==> src/rtl/fetch_align_stage.sv <==
// fetch_align_stage: extracts left-aligned 3/4-byte instructions from 32-byte i-cache blocks.
// `define FETCH_ALIGN_STITCH_EN to stitch block-straddling instructions; otherwise they drop with misalign_o.
module fetch_align_stage #(
    parameter int FETCH_LAT = 3
) (
    input  logic         clock_i,
    input  logic         reset_i,
    output logic [10:0]  blockAddr_o,
    input  logic [255:0] block_i,
    input  logic         enable_i,
    input  logic         redirect_i,
    input  logic [15:0]  redirectAddr_i,
    output logic [31:0]  instr_o,
    output logic [15:0]  instrAddr_o,
    output logic         valid_o,
    input  logic         ready_i,
    output logic         misalign_o
);
    localparam int CW = $clog2(FETCH_LAT + 1);
`ifdef FETCH_ALIGN_STITCH_EN
    typedef enum logic [1:0] {WAIT, PARSE, STITCH} state_t;
`else
    typedef enum logic [0:0] {WAIT, PARSE} state_t;
`endif
    state_t         state_q, state_d;
    logic [10:0]    blk_q, blk_d;
    logic [4:0]     off_q, off_d;
    logic [CW-1:0]  cnt_q, cnt_d;
    logic [255:0]   block_q, block_d;
    logic [31:0]    instr_q, instr_d;
    logic [15:0]    iaddr_q, iaddr_d;
    logic           valid_q, valid_d;
    logic [31:0]    win;
    logic [2:0]     len;
    logic [5:0]     fin;
    logic           free;
`ifdef FETCH_ALIGN_STITCH_EN
    logic [23:0]    part_q, part_d;
    logic           part_v_q, part_v_d;
    logic [5:0]     n;
    logic [2:0]     st_len;
    logic [31:0]    st;
`else
    logic           mis_q, mis_d;
`endif

    always_comb begin
        state_d = state_q;
        blk_d   = blk_q;
        off_d   = off_q;
        cnt_d   = cnt_q;
        block_d = block_q;
        instr_d = instr_q;
        iaddr_d = iaddr_q;
        valid_d = valid_q && !ready_i;
        free    = !valid_q || ready_i;
        // Bytes beyond the block end read as zero through the 24-bit pad.
        win     = 32'({block_q, 24'b0} >> (9'd248 - {1'b0, off_q, 3'b0}));
        len     = win[31] ? 3'd4 : 3'd3;
        fin     = {1'b0, off_q} + {3'b0, len};
`ifdef FETCH_ALIGN_STITCH_EN
        part_d   = part_q;
        part_v_d = part_v_q;
        n        = 6'd32 - {1'b0, off_q};
        st_len   = part_q[23] ? 3'd4 : 3'd3;
        st       = 32'(({part_q, 32'b0} | ({block_q[255:224], 24'b0} >> {n, 3'b0})) >> 24);
`else
        mis_d    = 1'b0;
`endif
        if (redirect_i) begin
            valid_d = 1'b0;
            blk_d   = redirectAddr_i[15:5];
            off_d   = redirectAddr_i[4:0];
            cnt_d   = '0;
            state_d = WAIT;
`ifdef FETCH_ALIGN_STITCH_EN
            part_v_d = 1'b0;
`endif
        end else if (state_q == WAIT) begin
            if (cnt_q != CW'(FETCH_LAT)) begin
                cnt_d = cnt_q + CW'(1);
            end else if (enable_i) begin
                block_d = block_i;
`ifdef FETCH_ALIGN_STITCH_EN
                state_d = part_v_q ? STITCH : PARSE;
`else
                state_d = PARSE;
`endif
            end
        end else if (state_q == PARSE) begin
            if (free && fin <= 6'd32) begin
                instr_d = win[31] ? win : {win[31:8], 8'h00};
                iaddr_d = {blk_q, off_q};
                valid_d = 1'b1;
                off_d   = fin[4:0];
                if (fin == 6'd32) begin
                    blk_d   = blk_q + 11'd1;
                    cnt_d   = '0;
                    state_d = WAIT;
                end
            end else if (free) begin
                blk_d   = blk_q + 11'd1;
                cnt_d   = '0;
                state_d = WAIT;
`ifdef FETCH_ALIGN_STITCH_EN
                part_d   = win[31:8];
                part_v_d = 1'b1;
`else
                off_d    = '0;
                mis_d    = 1'b1;
`endif
            end
        end
`ifdef FETCH_ALIGN_STITCH_EN
        else if (free) begin
            instr_d  = st_len[2] ? st : {st[31:8], 8'h00};
            iaddr_d  = {blk_q - 11'd1, off_q};
            valid_d  = 1'b1;
            off_d    = 5'({3'b0, st_len} - n);
            part_v_d = 1'b0;
            state_d  = PARSE;
        end
`endif
    end

    always_ff @(posedge clock_i) begin
        if (!reset_i) begin
            state_q <= WAIT;
            blk_q   <= '0;
            off_q   <= '0;
            cnt_q   <= '0;
            block_q <= '0;
            instr_q <= '0;
            iaddr_q <= '0;
            valid_q <= 1'b0;
`ifdef FETCH_ALIGN_STITCH_EN
            part_q   <= '0;
            part_v_q <= 1'b0;
`else
            mis_q    <= 1'b0;
`endif
        end else begin
            state_q <= state_d;
            blk_q   <= blk_d;
            off_q   <= off_d;
            cnt_q   <= cnt_d;
            block_q <= block_d;
            instr_q <= instr_d;
            iaddr_q <= iaddr_d;
            valid_q <= valid_d;
`ifdef FETCH_ALIGN_STITCH_EN
            part_q   <= part_d;
            part_v_q <= part_v_d;
`else
            mis_q    <= mis_d;
`endif
        end
    end

    assign blockAddr_o = blk_q;
    assign instr_o     = instr_q;
    assign instrAddr_o = iaddr_q;
    assign valid_o     = valid_q;
`ifdef FETCH_ALIGN_STITCH_EN
    assign misalign_o  = 1'b0;
`else
    assign misalign_o  = mis_q;
`endif
endmodule

==> config.mk <==
export PLATFORM = sky130hd
export DESIGN_NAME = fetch_align_stage
export DESIGN_NICKNAME = d
export VERILOG_FILES = /design/src/rtl/fetch_align_stage.sv
export SDC_FILE = /design/constraint.sdc
export NUM_CORES = 1
export LEC_CHECK = 0
export CORE_MARGIN = 3
export CORE_UTILIZATION = 59
export DETAILED_ROUTE_END_ITERATION = 16
export PLACE_DENSITY = 0.84
export SLEW_MARGIN = 20
export SYNTH_ARGS = -nofsm -noshare
export SYNTH_HDL_FRONTEND = slang
export SYNTH_SLANG_ARGS = --single-unit
==> constraint.sdc <==
create_clock -name clock_i -period 7.3 [get_ports clock_i]
set_input_delay 1.46 -clock clock_i [delete_from_list [all_inputs] [get_ports clock_i]]
set_output_delay 1.46 -clock clock_i [all_outputs]
set_load 0.02 [all_outputs]
==> metrics.md, run 1 <==
| Metric | Value |
|---|---|
| Status | completed |
| Number of global-route vias before repair | 17.8k |
| Initial Util | 0.604 |
| Initial DRC Count | 2787 |
| Top cell type by total area after synthesis | dfxtp_1 |
| CP max FO | 63 |
| Clock sink count | 325 |
| Syn_nets | 2443 |
| Reg-to-reg slack, setup | 1.37 ns |
| Critical Path AT | 6.33 ns |
| Synthesis-to-finish area growth | 22.2% |
| CTS Root Cell | clkbuf_16 |
| Largest cells by area after synthesis | dfxtp_1 33%, mux4_2 20%, nand2_1 12% |
| Num CTS Buffers | 35 |
| Fin Hold WS | 0.459 ns |
| Number of synthesized flops with an enable pin | 0 |
| Worst R2R End | instr_o[29]$_SDFFE_PN0P_ |
| CP Data Required Time | 7.70 ns |
| Syn avg cell area | 9.19 sq um |
| Hold_buf cts | 0 |
| CP Capture Type | flip-flop |
| Setup crit start kind | flip-flop |
| Synth top area share | 0.328 |
| CTS tree | yes |
| Fmax | 169 MHz |
| Port Buf Inserts | 337 |
| Final #Nets | 2642 |
| Reg2reg start | off_q[1]$_SDFFE_PN0P_ |
| Worst Tran Pin Value | 1.42 ns |
| Routed Antenna Nets | 0 |
| Setup TNS | 0 ns |
| Total GRT Usage | 0.398 |
| Storage cell area | 6520 sq um |
| Max Cap Viol | 0 |
| Max Slew Vio Count | 0 |
| Maximum vdd ir drop | 0.158 mV |
| Most frequent cells in the layout | 659 x nand2_1, 336 x clkdlybuf4s50_1, 321 x dfxtp_1 |
| Drt pass-1 iters | 8 |
| Site Rows | 66 |
| Most common cell after layout, fill and taps aside | nand2_1 |
| Total grt overflow | 0 |
| Largest net degree at the start of global routing | 257 |
| Post-route DRC | 0 |
| Hold Crit Class | reg2reg |
| Gates resized, CTS repair | 0 |
| Skew final | 0.0168 ns |
| Final Critical Period | 5.93 ns |
| Crit share post-route | 0.812 |
| Leakage | 7.74 nW |
| Async SR Flop Fraction | 0 |
| Core Area | 32900 sq um |
| Syn Inst Count | 2160 |
| CP startpoint | off_q[1]$_SDFFE_PN0P_ |
| Multi-input gate area | 12300 sq um |
| RSZ-0062 raised after global routing | no |
| Initial antenna violation count | 2 |
| Main synth FF type | dfxtp_1 |
| Hold Path Stages | 2 |
| FF+latch count, synth | 325 |
| Final WL | 72900 microns |
| Post-CTS setup repair buffer count | 0 |
| Hpwl dp | 54000 microns |
| Die Ht | 189 microns |
| Io pins | 338 |
| Die X | 189 microns |
| Share of layout cells above drive strength 1 | 0.119 |
| DIE AREA | 35900 sq um |
| First-pass GRT wire length | 110000 microns |
| WS Path Type | reg2reg |
| Clk_lat worst skew | 0.53 ns |
| Power per cell area | 172 nW/um^2 |
| Max Root-Sink Buffers | 3 |
| Worst reg-to-reg path cell count | 15 |
| Setup crit end | instr_o[29]$_SDFFE_PN0P_ |
| Netlist cell types | 66 |
| Seq/Total Area, Yosys | 0.328 |
| Cell area after synthesis | 19800 sq um |
| RePlAce Congestion | 1.02 |
| Final Setup Violations | 0 |
| Drt via density | 6.57 |
| Fill cells | 2359 |
| Synth warn | 0 |
| H-tree levels | 2 |
| Final Hold Vio Count | 0 |
| Max-Slew Margin vs Limit | 0.0543 |
| Clock Pin Slew Worst Setup and Hold Paths | 0.06 ns |
| DR vias | 18.6k |
| DR WL/cell | 25.8 microns |
-- where the power goes --
part,internal (mW),switching (mW),total [mW]
Sequential,1.78,0.0380,1.82
Clock,1.15,0.727,1.88
Combinational,0.259,0.204,0.462
Total,3.20,0.969,4.16
-- logic make-up (layout without fill, tap and decap cells) --
kind of cell    Yosys count  in the layout  synth area share
mux                     315            315             0.274
fa+ha+maj                 6              6           0.00416
compound gates          476            476             0.169
buf+inv                 208            431            0.0518
xor+xnor                 12             12           0.00530
other cells               0              1                 0
flops                   325            325             0.328
simple gates            818            818             0.168
-- Yosys cell counts (20+ instances only) --
cell type and count:
nand2_1 659, dfxtp_1 325, a21boi_0 256, mux4_2 175, mux2i_1 116, clkbuf_1 110
a21oi_1 44, o21ai_0 44, buf_2 43, nor2_1 41, buf_4 22, nand3_1 22
and2_1 21, a21boi_1 20
-- registers in the layout, indices dropped and copies added (netlist names) --
signal       count
blockAddr_o     11
block_q        256
cnt_q            2
instrAddr_o     16
instr_o         32
misalign_o       1
off_q            5
state_q          1
valid_o          1
-- cell type report --
type	count	area share
tap	442	0.0228
clock inverter	10	0.00629
inverter	9	0.00139
antenna	1	0.000103
timing repair buffer	361	0.148
sequential	325	0.269
multi-input combinational	1627	0.508
clock buffer	51	0.0440
-- per-stage QoR --
step	utilization	cell area [sq um]	power (mW)	setup slack (ns)	cells
after floorplan	-	19800	2.10	3.50	2160
after global placement	0.700	23000	2.31	1.84	2763
after detailed placement	0.700	23000	2.31	1.64	2763
after CTS	0.737	24200	4.16	1.54	2824
after global routing	0.738	24300	4.27	1.02	2825
final	0.738	24300	4.16	1.37	2826
-- how the worst min path moves through the flow --
| stage | start | slack (ns) | to |
|---|---|---|---|
| CTS | instrAddr_o[14]$_SDFFE_PN0P_ | 0.46 | instrAddr_o[14]$_SDFFE_PN0P_ |
| global route | instr_o[20]$_SDFFE_PN0P_ | 0.48 | instr_o[20]$_SDFFE_PN0P_ |
| global placement | instrAddr_o[1]$_SDFFE_PN0P_ | 0.44 | instrAddr_o[1]$_SDFFE_PN0P_ |
| finish | instrAddr_o[14]$_SDFFE_PN0P_ | 0.46 | instrAddr_o[14]$_SDFFE_PN0P_ |
| detailed placement | instrAddr_o[14]$_SDFFE_PN0P_ | 0.45 | instrAddr_o[14]$_SDFFE_PN0P_ |
| floorplan | block_q[254]$_SDFFE_PN0P_ | 0.44 | block_q[254]$_SDFFE_PN0P_ |
-- worst max-delay path, cell delays in order, from the launching register on --
cell and delay (ns):
dfxtp_4 0.96, buf_4 0.54, nor2b_1 0.32, a22oi_1 0.14, nand3_1 0.13, nand4_1 0.42
inv_2 0.23, ha_1 0.21, inv_1 0.06, fa_1 0.52, nand2_1 0.09, a211oi_2 0.52
o211a_2 0.95, nand2_1 0.33, nor2_1 0.23, nor3_1 0.07
-- routing by layer --
layer | vias to the layer above | global-route usage | part of all wire
li1 | 8133 | - | -
met1 | 8941 | 0.554 | 0.39
met2 | 1313 | 0.598 | 0.44
met3 | 188 | 0.122 | 0.14
met4 | 2 | 0.123 | 0.036
met5 | - | 0 | 0.00018
No activity file was read; power rests on OpenSTA's default activity.
==> inputs of run 2 (changes only) <==
--- a/config.mk
+++ b/config.mk
@@ -6,9 +6,9 @@
 export NUM_CORES = 1
 export LEC_CHECK = 0
 export CORE_MARGIN = 3
-export CORE_UTILIZATION = 59
+export CORE_UTILIZATION = 54
 export DETAILED_ROUTE_END_ITERATION = 16
-export PLACE_DENSITY = 0.84
+export PLACE_DENSITY = 0.77
 export SLEW_MARGIN = 20
 export SYNTH_ARGS = -nofsm -noshare
 export SYNTH_HDL_FRONTEND = slang
==> constraint.sdc (replaced) <==
create_clock -name clock_i -period 5.84 [get_ports clock_i]
set_input_delay 1.168 -clock clock_i [delete_from_list [all_inputs] [get_ports clock_i]]
set_output_delay 1.168 -clock clock_i [all_outputs]
set_load 0.02 [all_outputs]
==> metrics.md, run 2 (synthesis gave the netlist of run 1 again) <==
| Metric | Value |
|---|---|
| H-tree levels | 2 (unchanged) |
| Clock Pin Slew Worst Setup and Hold Paths | 0.06 ns (about the same) |
| Status | completed |
| Site Rows | 69 (+4.5%) |
| Clk_lat worst skew | 0.54 ns (about the same) |
| Post-layout util | 0.674 (-0.0642) |
| Port Buf Inserts | 337 (unchanged) |
| Initial DRC Count | 2374 (-15%) |
| Hpwl dp | 55100 microns (+2.0%) |
| P_sw | 1.20 mW (+24%) |
| Gates resized, CTS repair | 0 (unchanged) |
| Setup TNS | 0 ns (unchanged) |
| RePlAce Congestion | 1.02 (-0.75%) |
| Io pins | 338 (unchanged) |
| Hold_buf cts | 0 (unchanged) |
| Drt pass-1 iters | 6 (-2) |
| Post-CTS setup repair buffer count | 0 (unchanged) |
| CTS tree | yes |
| Sequential share of power | 0.451 (+0.014) |
| Core Area | 35900 sq um (+9.3%) |
| Leakage | 7.70 nW (-0.60%) |
| Crit share post-route | 0.872 (+0.0595) |
| Most frequent cells in the layout | 659 x nand2_1, 336 x clkdlybuf4s50_1, 321 x dfxtp_1 |
| Synthesis-to-finish area growth | 22.0% |
| Placed Cells | 2787 (+0.87%) |
| Initial antenna violation count | 2 (unchanged) |
| Initial Util | 0.553 (-0.0512) |
| Drt via density | 6.41 (-2.5%) |
| DIE AREA | 39100 sq um (+9.0%) |
| Clock network fraction of design power | 0.433 (-0.019) |
| Critical Path AT | 5.55 ns (-0.78 ns) |
| Post-route DRC | 0 (unchanged) |
| Die Ht | 198 microns (+4.4%) |
| Max-Slew Margin vs Limit | 0.278 (+0.224) |
| DR vias | 18.2k (-1.8%) |
| Largest reg by FF count | block_q |
| DR WL/cell | 25.5 microns (-1.2%) |
| Hold Crit Class | reg2reg |
| Max Slew Vio Count | 0 (unchanged) |
| Switching share of total power | 0.239 (+0.00600) |
| Final Critical Period | 5.09 ns (-0.839 ns) |
| Routed Antenna Nets | 0 (unchanged) |
| Most common cell after layout, fill and taps aside | nand2_1 |
| RSZ-0062 raised after global routing | no |
| Max Cap Viol | 0 (unchanged) |
| CP Data Required Time | 6.30 ns (-1.40 ns) |
| Final Setup Violations | 0 (unchanged) |
| Final #Nets | 2645 (+0.11%) |
| Layout Cells excl Fill | 2847 (+0.74%) |
| Maximum vdd ir drop | 0.186 mV (+17%) |
| Num CTS Buffers | 34 (-2.9%) |
| Worst Tran Pin Value | 1.06 ns (-0.363 ns) |
| Fill cells | 2880 (+22%) |
| Die X | 198 microns (+4.4%) |
| CP max FO | 35 (-44%) |
| Power per cell area | 208 nW/um^2 (+21%) |
| Total GRT Usage | 0.362 (-0.0358) |
| Max Root-Sink Buffers | 3 (unchanged) |
| Max reg flops | 256 (unchanged) |
| Number of global-route vias before repair | 17.1k (-3.5%) |
| WS Path Type | reg2reg |
| Fmax | 196 MHz (+16%) |
| Clock sink count | 325 (unchanged) |
| Total grt overflow | 0 (unchanged) |
| Combinational share of power | 0.116 (+0.005) |
| Setup crit start kind | flip-flop |
| Share of layout cells above drive strength 1 | 0.117 (-0.00178) |
| Int Pwr | 3.83 mW (+20%) |
| Final WL | 72500 microns (-0.44%) |
| Final Hold Vio Count | 0 (unchanged) |
| CTS Root Cell | clkbuf_16 |
| First-pass GRT wire length | 108000 microns (-1.9%) |
| Skew final | 0.0167 ns (-0.0000576 ns) |
| CP Capture Type | flip-flop |
| Largest net degree at the start of global routing | 145 (-44%) |
==> run 2: cell type report <==
cell class,instances,area (sq um),share of cell area
multi-input combinational,1627,12300,0.509
clock buffer,54,1050,0.0434
inverter,9,33.8,0.00140
clock inverter,5,56.3,0.00233
tap,461,577,0.0238
antenna,1,2.50,0.000103
sequential,325,6520,0.269
timing repair buffer,365,3630,0.150
==> run 2: layer usage <==
metal  GRT usage  up-vias  part of all wire
met5      0.0160        -            0.0014
met4       0.112        4             0.032
met3       0.108      123              0.13
met2       0.526     1203              0.42
met1       0.521     8789              0.41
li1            -     8129                 -
==> run 2: worst paths after layout <==
check / startpoint / end / slack [ns] / cells past startpoint
max: off_q[0]$_SDFFE_PN0P_ / instr_o[9]$_SDFFE_PN0P_ / 0.75 / 14
min: instrAddr_o[3]$_SDFFE_PN0P_ / instrAddr_o[3]$_SDFFE_PN0P_ / 0.45 / 2
max reg2reg: off_q[0]$_SDFFE_PN0P_ / instr_o[9]$_SDFFE_PN0P_ / 0.75 / 14
min reg2reg: instrAddr_o[3]$_SDFFE_PN0P_ / instrAddr_o[3]$_SDFFE_PN0P_ / 0.45 / 2
==> run 2: through the flow <==
| step | total power [mW] | setup WS (ns) | cell area (sq um) | hold slack [ns] |
|---|---|---|---|---|
| 2_1_floorplan | 2.62 | 2.04 | 19800 | 0.439 |
| 3_3_place_gp | 2.89 | 1.01 | 23100 | 0.441 |
| 3_5_place_dp | 2.89 | 0.836 | 23100 | 0.445 |
| 4_1_cts | 5.04 | 0.788 | 24200 | 0.452 |
| 5_1_grt | 5.16 | 0.394 | 24200 | 0.479 |
| 6_report | 5.03 | 0.749 | 24200 | 0.451 |
==> run 2: worst max-delay path, cell delays in order, from the launching register on <==
cell,delay (ns)
dfxtp_4,0.64
nor2b_1,0.75
a22oi_1,0.17
o211ai_1,0.13
nand4_1,0.44
inv_2,0.23
ha_1,0.22
inv_1,0.07
fa_1,0.42
nand2b_1,0.20
a211oi_2,0.44
o211a_2,0.67
buf_4,0.35
o21ai_0,0.11
a21oi_1,0.16
==> run 2: power by group through the flow <==
stage / Sequential (mW) / Combinational [mW] / Clock (mW)
global route: 2.27 / 0.615 / 2.28
global placement: 2.32 / 0.572 / 0
detailed placement: 2.32 / 0.574 / 0
floorplan: 2.29 / 0.334 / 0
CTS: 2.27 / 0.577 / 2.19
finish: 2.27 / 0.583 / 2.18
